<file path="src/rtl/barrel_spawner.sv">
// rtl/barrel_spawner.sv - barrel launch scheduler with LFSR gap/direction and difficulty ramp
// Optional BARREL_SPAWN_FIXED_EN replaces the LFSR output with zero for deterministic runs.
module barrel_spawner #(
    parameter int                MIN_GAP      = 30,
    parameter logic [7:0]        GAP_MASK     = 8'h3F,
    parameter int                ACK_TIMEOUT  = 16,
    parameter int                SPEED_X_BASE = 2,
    parameter int                SPEED_X_MAX  = 6,
    parameter logic signed [8:0] SPEED_Y_INIT = 9'sd0,
    parameter logic [15:0]       LFSR_SEED    = 16'hACE1
) (
    input  logic       clk,
    input  logic       rst,
    input  logic       game_start,
    input  logic       over,
    input  logic       frame_tick,
    input  logic [1:0] barrel_state,
    output logic       barrel_start,
    output logic [9:0] speed_x,
    output logic [8:0] speed_y,
    output logic [7:0] spawn_count,
    output logic       busy,
    output logic [2:0] fsm_state
);

    typedef enum logic [2:0] {
        S_IDLE   = 3'd0,
        S_GAP    = 3'd1,
        S_LAUNCH = 3'd2,
        S_ACTIVE = 3'd3,
        S_HALT   = 3'd4
    } state_t;

    state_t      state, state_n;
    logic [15:0] lfsr, lfsr_n;
    logic [7:0]  gap_cnt, gap_n;
    logic [15:0] tmo_cnt, tmo_n;
    logic [7:0]  count_n;
    logic [9:0]  sx_n;
    logic [8:0]  sy_n;
    logic [7:0]  rnd8;
    logic [7:0]  gap_load;
    logic [9:0]  base_sum, capped, mag;
    logic [7:0]  count_inc;

    assign lfsr_n = {1'b0, lfsr[15:1]} ^ (lfsr[0] ? 16'hB400 : 16'h0000);

`ifdef BARREL_SPAWN_FIXED_EN
    assign rnd8 = 8'h00;
`else
    assign rnd8 = lfsr[7:0];
`endif

    assign gap_load  = 8'(MIN_GAP) + (rnd8 & GAP_MASK);
    assign base_sum  = 10'(SPEED_X_BASE) + {5'd0, spawn_count[7:3]};
    assign capped    = (base_sum > 10'(SPEED_X_MAX)) ? 10'(SPEED_X_MAX) : base_sum;
    assign mag       = capped + {8'd0, rnd8[1:0]};
    assign count_inc = (spawn_count == 8'hFF) ? 8'hFF : spawn_count + 8'd1;

    assign busy      = (state == S_GAP) || (state == S_LAUNCH) || (state == S_ACTIVE);
    assign fsm_state = state;

    always_comb begin
        state_n = state;
        gap_n   = gap_cnt;
        tmo_n   = tmo_cnt;
        count_n = spawn_count;
        sx_n    = speed_x;
        sy_n    = speed_y;
        if (over) begin
            state_n = S_HALT;
        end else if (!game_start) begin
            state_n = S_IDLE;
        end else begin
            case (state)
                S_IDLE: begin
                    count_n = 8'd0;
                    gap_n   = gap_load;
                    state_n = S_GAP;
                end
                S_GAP: begin
                    if (frame_tick) begin
                        if (gap_cnt <= 8'd1) begin
                            state_n = S_LAUNCH;
                            sx_n    = rnd8[2] ? (~mag + 10'd1) : mag;
                            sy_n    = SPEED_Y_INIT;
                            tmo_n   = 16'(ACK_TIMEOUT);
                        end else begin
                            gap_n = gap_cnt - 8'd1;
                        end
                    end
                end
                S_LAUNCH: begin
                    // An ack outranks a timeout expiring on the same clock.
                    if (barrel_state != 2'b00) begin
                        state_n = S_ACTIVE;
                        count_n = count_inc;
                    end else if (frame_tick) begin
                        if (tmo_cnt <= 16'd1) begin
                            state_n = S_GAP;
                            gap_n   = gap_load;
                        end else begin
                            tmo_n = tmo_cnt - 16'd1;
                        end
                    end
                end
                S_ACTIVE: begin
                    if (barrel_state == 2'b00) begin
                        state_n = S_GAP;
                        gap_n   = gap_load;
                    end
                end
                default: state_n = S_HALT;
            endcase
        end
    end

    always_ff @(posedge clk or posedge rst) begin
        if (rst) begin
            state        <= S_IDLE;
            lfsr         <= LFSR_SEED;
            gap_cnt      <= 8'd0;
            tmo_cnt      <= 16'd0;
            spawn_count  <= 8'd0;
            speed_x      <= 10'd0;
            speed_y      <= 9'd0;
            barrel_start <= 1'b0;
        end else begin
            state        <= state_n;
            lfsr         <= lfsr_n;
            gap_cnt      <= gap_n;
            tmo_cnt      <= tmo_n;
            spawn_count  <= count_n;
            speed_x      <= sx_n;
            speed_y      <= sy_n;
            barrel_start <= (state_n == S_LAUNCH);
        end
    end

endmodule

</file>
<file path="config.mk">
export PLATFORM = sky130hd
export DESIGN_NAME = barrel_spawner
export DESIGN_NICKNAME = d
export VERILOG_FILES = /design/src/rtl/barrel_spawner.sv
export SDC_FILE = /design/constraint.sdc
export NUM_CORES = 1
export LEC_CHECK = 0
export CELL_PAD_IN_SITES_DETAIL_PLACEMENT = 1
export CELL_PAD_IN_SITES_GLOBAL_PLACEMENT = 1
export CORE_ASPECT_RATIO = 0.7
export CORE_UTILIZATION = 49
export DETAILED_ROUTE_END_ITERATION = 7
export DONT_BUFFER_PORTS = 1
export PLACE_DENSITY = 0.89
export SYNTH_ARGS = -nofsm -noshare
export SYNTH_HDL_FRONTEND = slang
export SYNTH_SLANG_ARGS = --single-unit
</file>
<file path="constraint.sdc">
create_clock -name clk -period 3.1 [get_ports clk]
set_input_delay 0.775 -clock clk [delete_from_list [all_inputs] [get_ports clk]]
set_output_delay 0.775 -clock clk [all_outputs]
set_load 0.02 [all_outputs]
</file>
==> flow_summary.yaml <==
pwr:
  power_frac_clock_pct: 44.5
  net_switching_component_of_the_power_uw: 471
  internal_power_mw: 1.23
  peakVddDrop_mv: 0.284
  cellLeakagePower_nw: 1.69
  sequentialPowerShare_pct: 50.0
  power_per_cell_area_nw_per_um2: 445
  pwr-share-comb_pct: 5.5
  netSwitchingFraction_pct: 27.6
route:
  drt-total-wl_um: 9590
  detailroute.via_count: 2904
  first_pass_iters: 4
  wl_per_cell_um: 20.1
  via_count_normalized_by_instance_count: 6.10
  postRouteAntennaNets: 0
  drcViolationCount: 0
  drt_iter0_markers: 195
grt:
  grt_pass1_wl_um: 15500
  grt_start_max_net_pins: 27
  global_route.usage.total_pct: 28.0
  overflow: 0
  via_count_of_the_first_global_routing_pass: 3032
  grt_antenna_before_repair: 0
synth:
  synthesis_stage_register_bit_count: 62
  yosys_warnings: 0
  synthDistinctLibCells: 69
  ys.flop_type: "dfrtp_1"
  synth-seq-area-share_pct: 44.9
  synth-edff-count: 0
  post_synth_main_area_contributors: "dfrtp_1 (39%), dfstp_2 (6.0%), o21ai_0 (5.6%)"
  yosys.area.top_type: "dfrtp_1"
  yosysTopAreaCellShare_pct: 38.9
  synth-async-reset-ratio_pct: 100
  synth_area_um2: 3470
  avgSynthCellArea_um2: 9.57
  syn-instance-count: 363
sta:
  slew_margin_rel_pct: 52.8
  worst_slew_pin_slew_ns: 0.703
  timing_hold_violations_final: 0
  fmax_ghz: 0.326
  finalMaxSlewViolations: 0
  final_min_period_over_clock_period_pct: 98.8
  final_critical_delay_including_setup_and_external_delays_ns: 3.06
  fin_skew_ns: 0.00867
  setup_total_negative_slack_ns: 0
  final.hold.worst_slack_ns: 0.341
  report.final.setup_viol: 0
clock_network:
  max-clock-path-buffers: 2
  cts_sinks: 62
  insertion_delay_of_the_later_clocked_pin_in_the_worst_skew_pair_ns: 0.36
  cts_tree: "done"
  path_clk_slew_ns: 0.08
  htree_levels: 3
  cts_hold_repair.buffers: 0
  cts-buffers-inserted: 9
  clock_tree.root_cell: "clkbuf_8"
layout:
  area_growth_syn_to_layout_pct: 10.1
  layout-drive-gt1-share_pct: 17.0
  final.fill_count: 779
  antennaDiodeCount: 0
  num-nets-final: 396
  final_area_um2: 3830
  final_cell_mix: "dfrtp_1 (52), o21ai_0 (39), nor2_1 (30)"
  final-seq-area_um2: 1560
  mostFrequentLayoutCell: "dfrtp_1"
  multi_input_area_um2: 1780
worst_hold_path:
  kind_of_path_behind_the_tightest_hold_check: "input port to async pin"
die:
  chip_height_um: 72.5
  floorplan.die.width_um: 103
  floorplan.rows: 25
  initial_utilization_pct: 51.2
  die_area_um2: 7440
  core-area_um2: 6790
  boundaryPins: 39
job:
  cap_viol_max_count: 0
outcome:
  run_status: "finished, final reports clean"
place:
  place_congestion: 0.859
  placement.cell_area_um2: 3600
  port_buffers: 0
  dp_hpwl_um: 6730
setup_path:
  crit_path_end_kind: "flop"
  worst-endpoint-required_ns: 3.40
  worstPathMaxFanout: 9
  crit_type: "flop to flop"
  crit_arrival_ns: 3.37
  timing.critical_path.from_type: "flop"
  worst-r2r-cell-count: 12
==> power groups by stage <==
stage / clock, mW / combinational, mW / sequential (mW)
floorplan: 0 / 0.0799 / 0.858
global placement: 0 / 0.0878 / 0.864
detailed placement: 0 / 0.0926 / 0.866
CTS: 0.768 / 0.0935 / 0.851
global route: 0.791 / 0.105 / 0.855
finish: 0.758 / 0.0933 / 0.853
==> per-layer routing <==
| layer | vias up | global-route usage [%] | wire, um | part of all wire, % |
|---|---|---|---|---|
| met3 | 16 | 8.38 | 491 | 5.1 |
| met4 | 0 | 8.41 | 153 | 1.6 |
| li1 | 1326 | - | - | - |
| met1 | 1484 | 35.5 | 4280 | 45 |
| met5 | - | 0 | 0 | 0 |
| met2 | 78 | 46.2 | 4670 | 49 |
==> cell usage after synthesis (all sizes together), types with 5 or more instances <==
library cell  count
o21ai            41
and3              5
a31oi             6
nor2             30
nand2            28
dfrtp            54
inv              17
nand4             5
dfstp             8
a21o              9
a21oi            21
nand3             7
xor2              5
xnor2             5
buf              12
ha               11
nor3             11
clkbuf            6
==> flip-flops by register name, summed over array words and instances, names as in the netlist <==
register / cells
spawn_count: 8
tmo_cnt: 16
fsm_state: 3
lfsr: 16
speed_x: 10
barrel_start: 1
gap_cnt: 8
==> worst max-delay path, cell delays in order, from the launching register on <==
cell and delay (ns):
dfrtp_2 0.48, ha_1 0.24, xor2_1 0.23, a21oi_2 0.08, o2111a_1 0.15, ha_1 0.21
fa_1 0.56, inv_1 0.06, ha_1 0.21, nor2b_1 0.15, and4_1 0.23, a211oi_2 0.27
a21o_2 0.14
==> kinds of logic after synthesis <==
group	share of synthesized area, %
simple gates	19.6
compound gates	22.2
flops	44.9
buf+inv	5.00
fa+ha+maj	4.54
xor+xnor	2.52
mux	1.15
other cells	0.108
==> final cells by class <==
cell class | count | share of cell area (%)
Inverter | 17 | 1.67
Sequential cell | 62 | 40.9
Multi-Input combinational cell | 274 | 46.5
Timing Repair Buffer | 13 | 2.55
Tap cell | 94 | 3.07
Clock inverter | 7 | 2.13
Clock buffer | 9 | 3.24
==> worst paths after layout <==
path	from	endpoint	slack, ns
max	spawn_count[5]	speed_x[8]	0.04
min	rst	speed_x[3]	0.34
max reg2reg	spawn_count[5]	speed_x[8]	0.04
min reg2reg	lfsr[6]	lfsr[5]	0.36
max in group asynchronous	rst	lfsr[15]	2.01
min in group clk	lfsr[6]	lfsr[5]	0.36
==> timing repair <==
action                                  CTS  global route
setup buffers                             0             1
gates resized for setup                   1             3
pin swaps                                 0             1
endpoints found under the setup margin    3             5
==> through the flow <==
step	worst slack, ns	cells	power (mW)	utilization (%)
2_1_floorplan	0.177	371	0.938	-
3_3_place_gp	0.137	459	0.952	53.1
3_5_place_dp	-0.0867	459	0.959	53.1
4_1_cts	0.0118	475	1.71	56.2
5_1_grt	-0.0183	476	1.75	56.4
6_report	0.0367	476	1.70	56.4
Power figures use the tool's default switching activity.
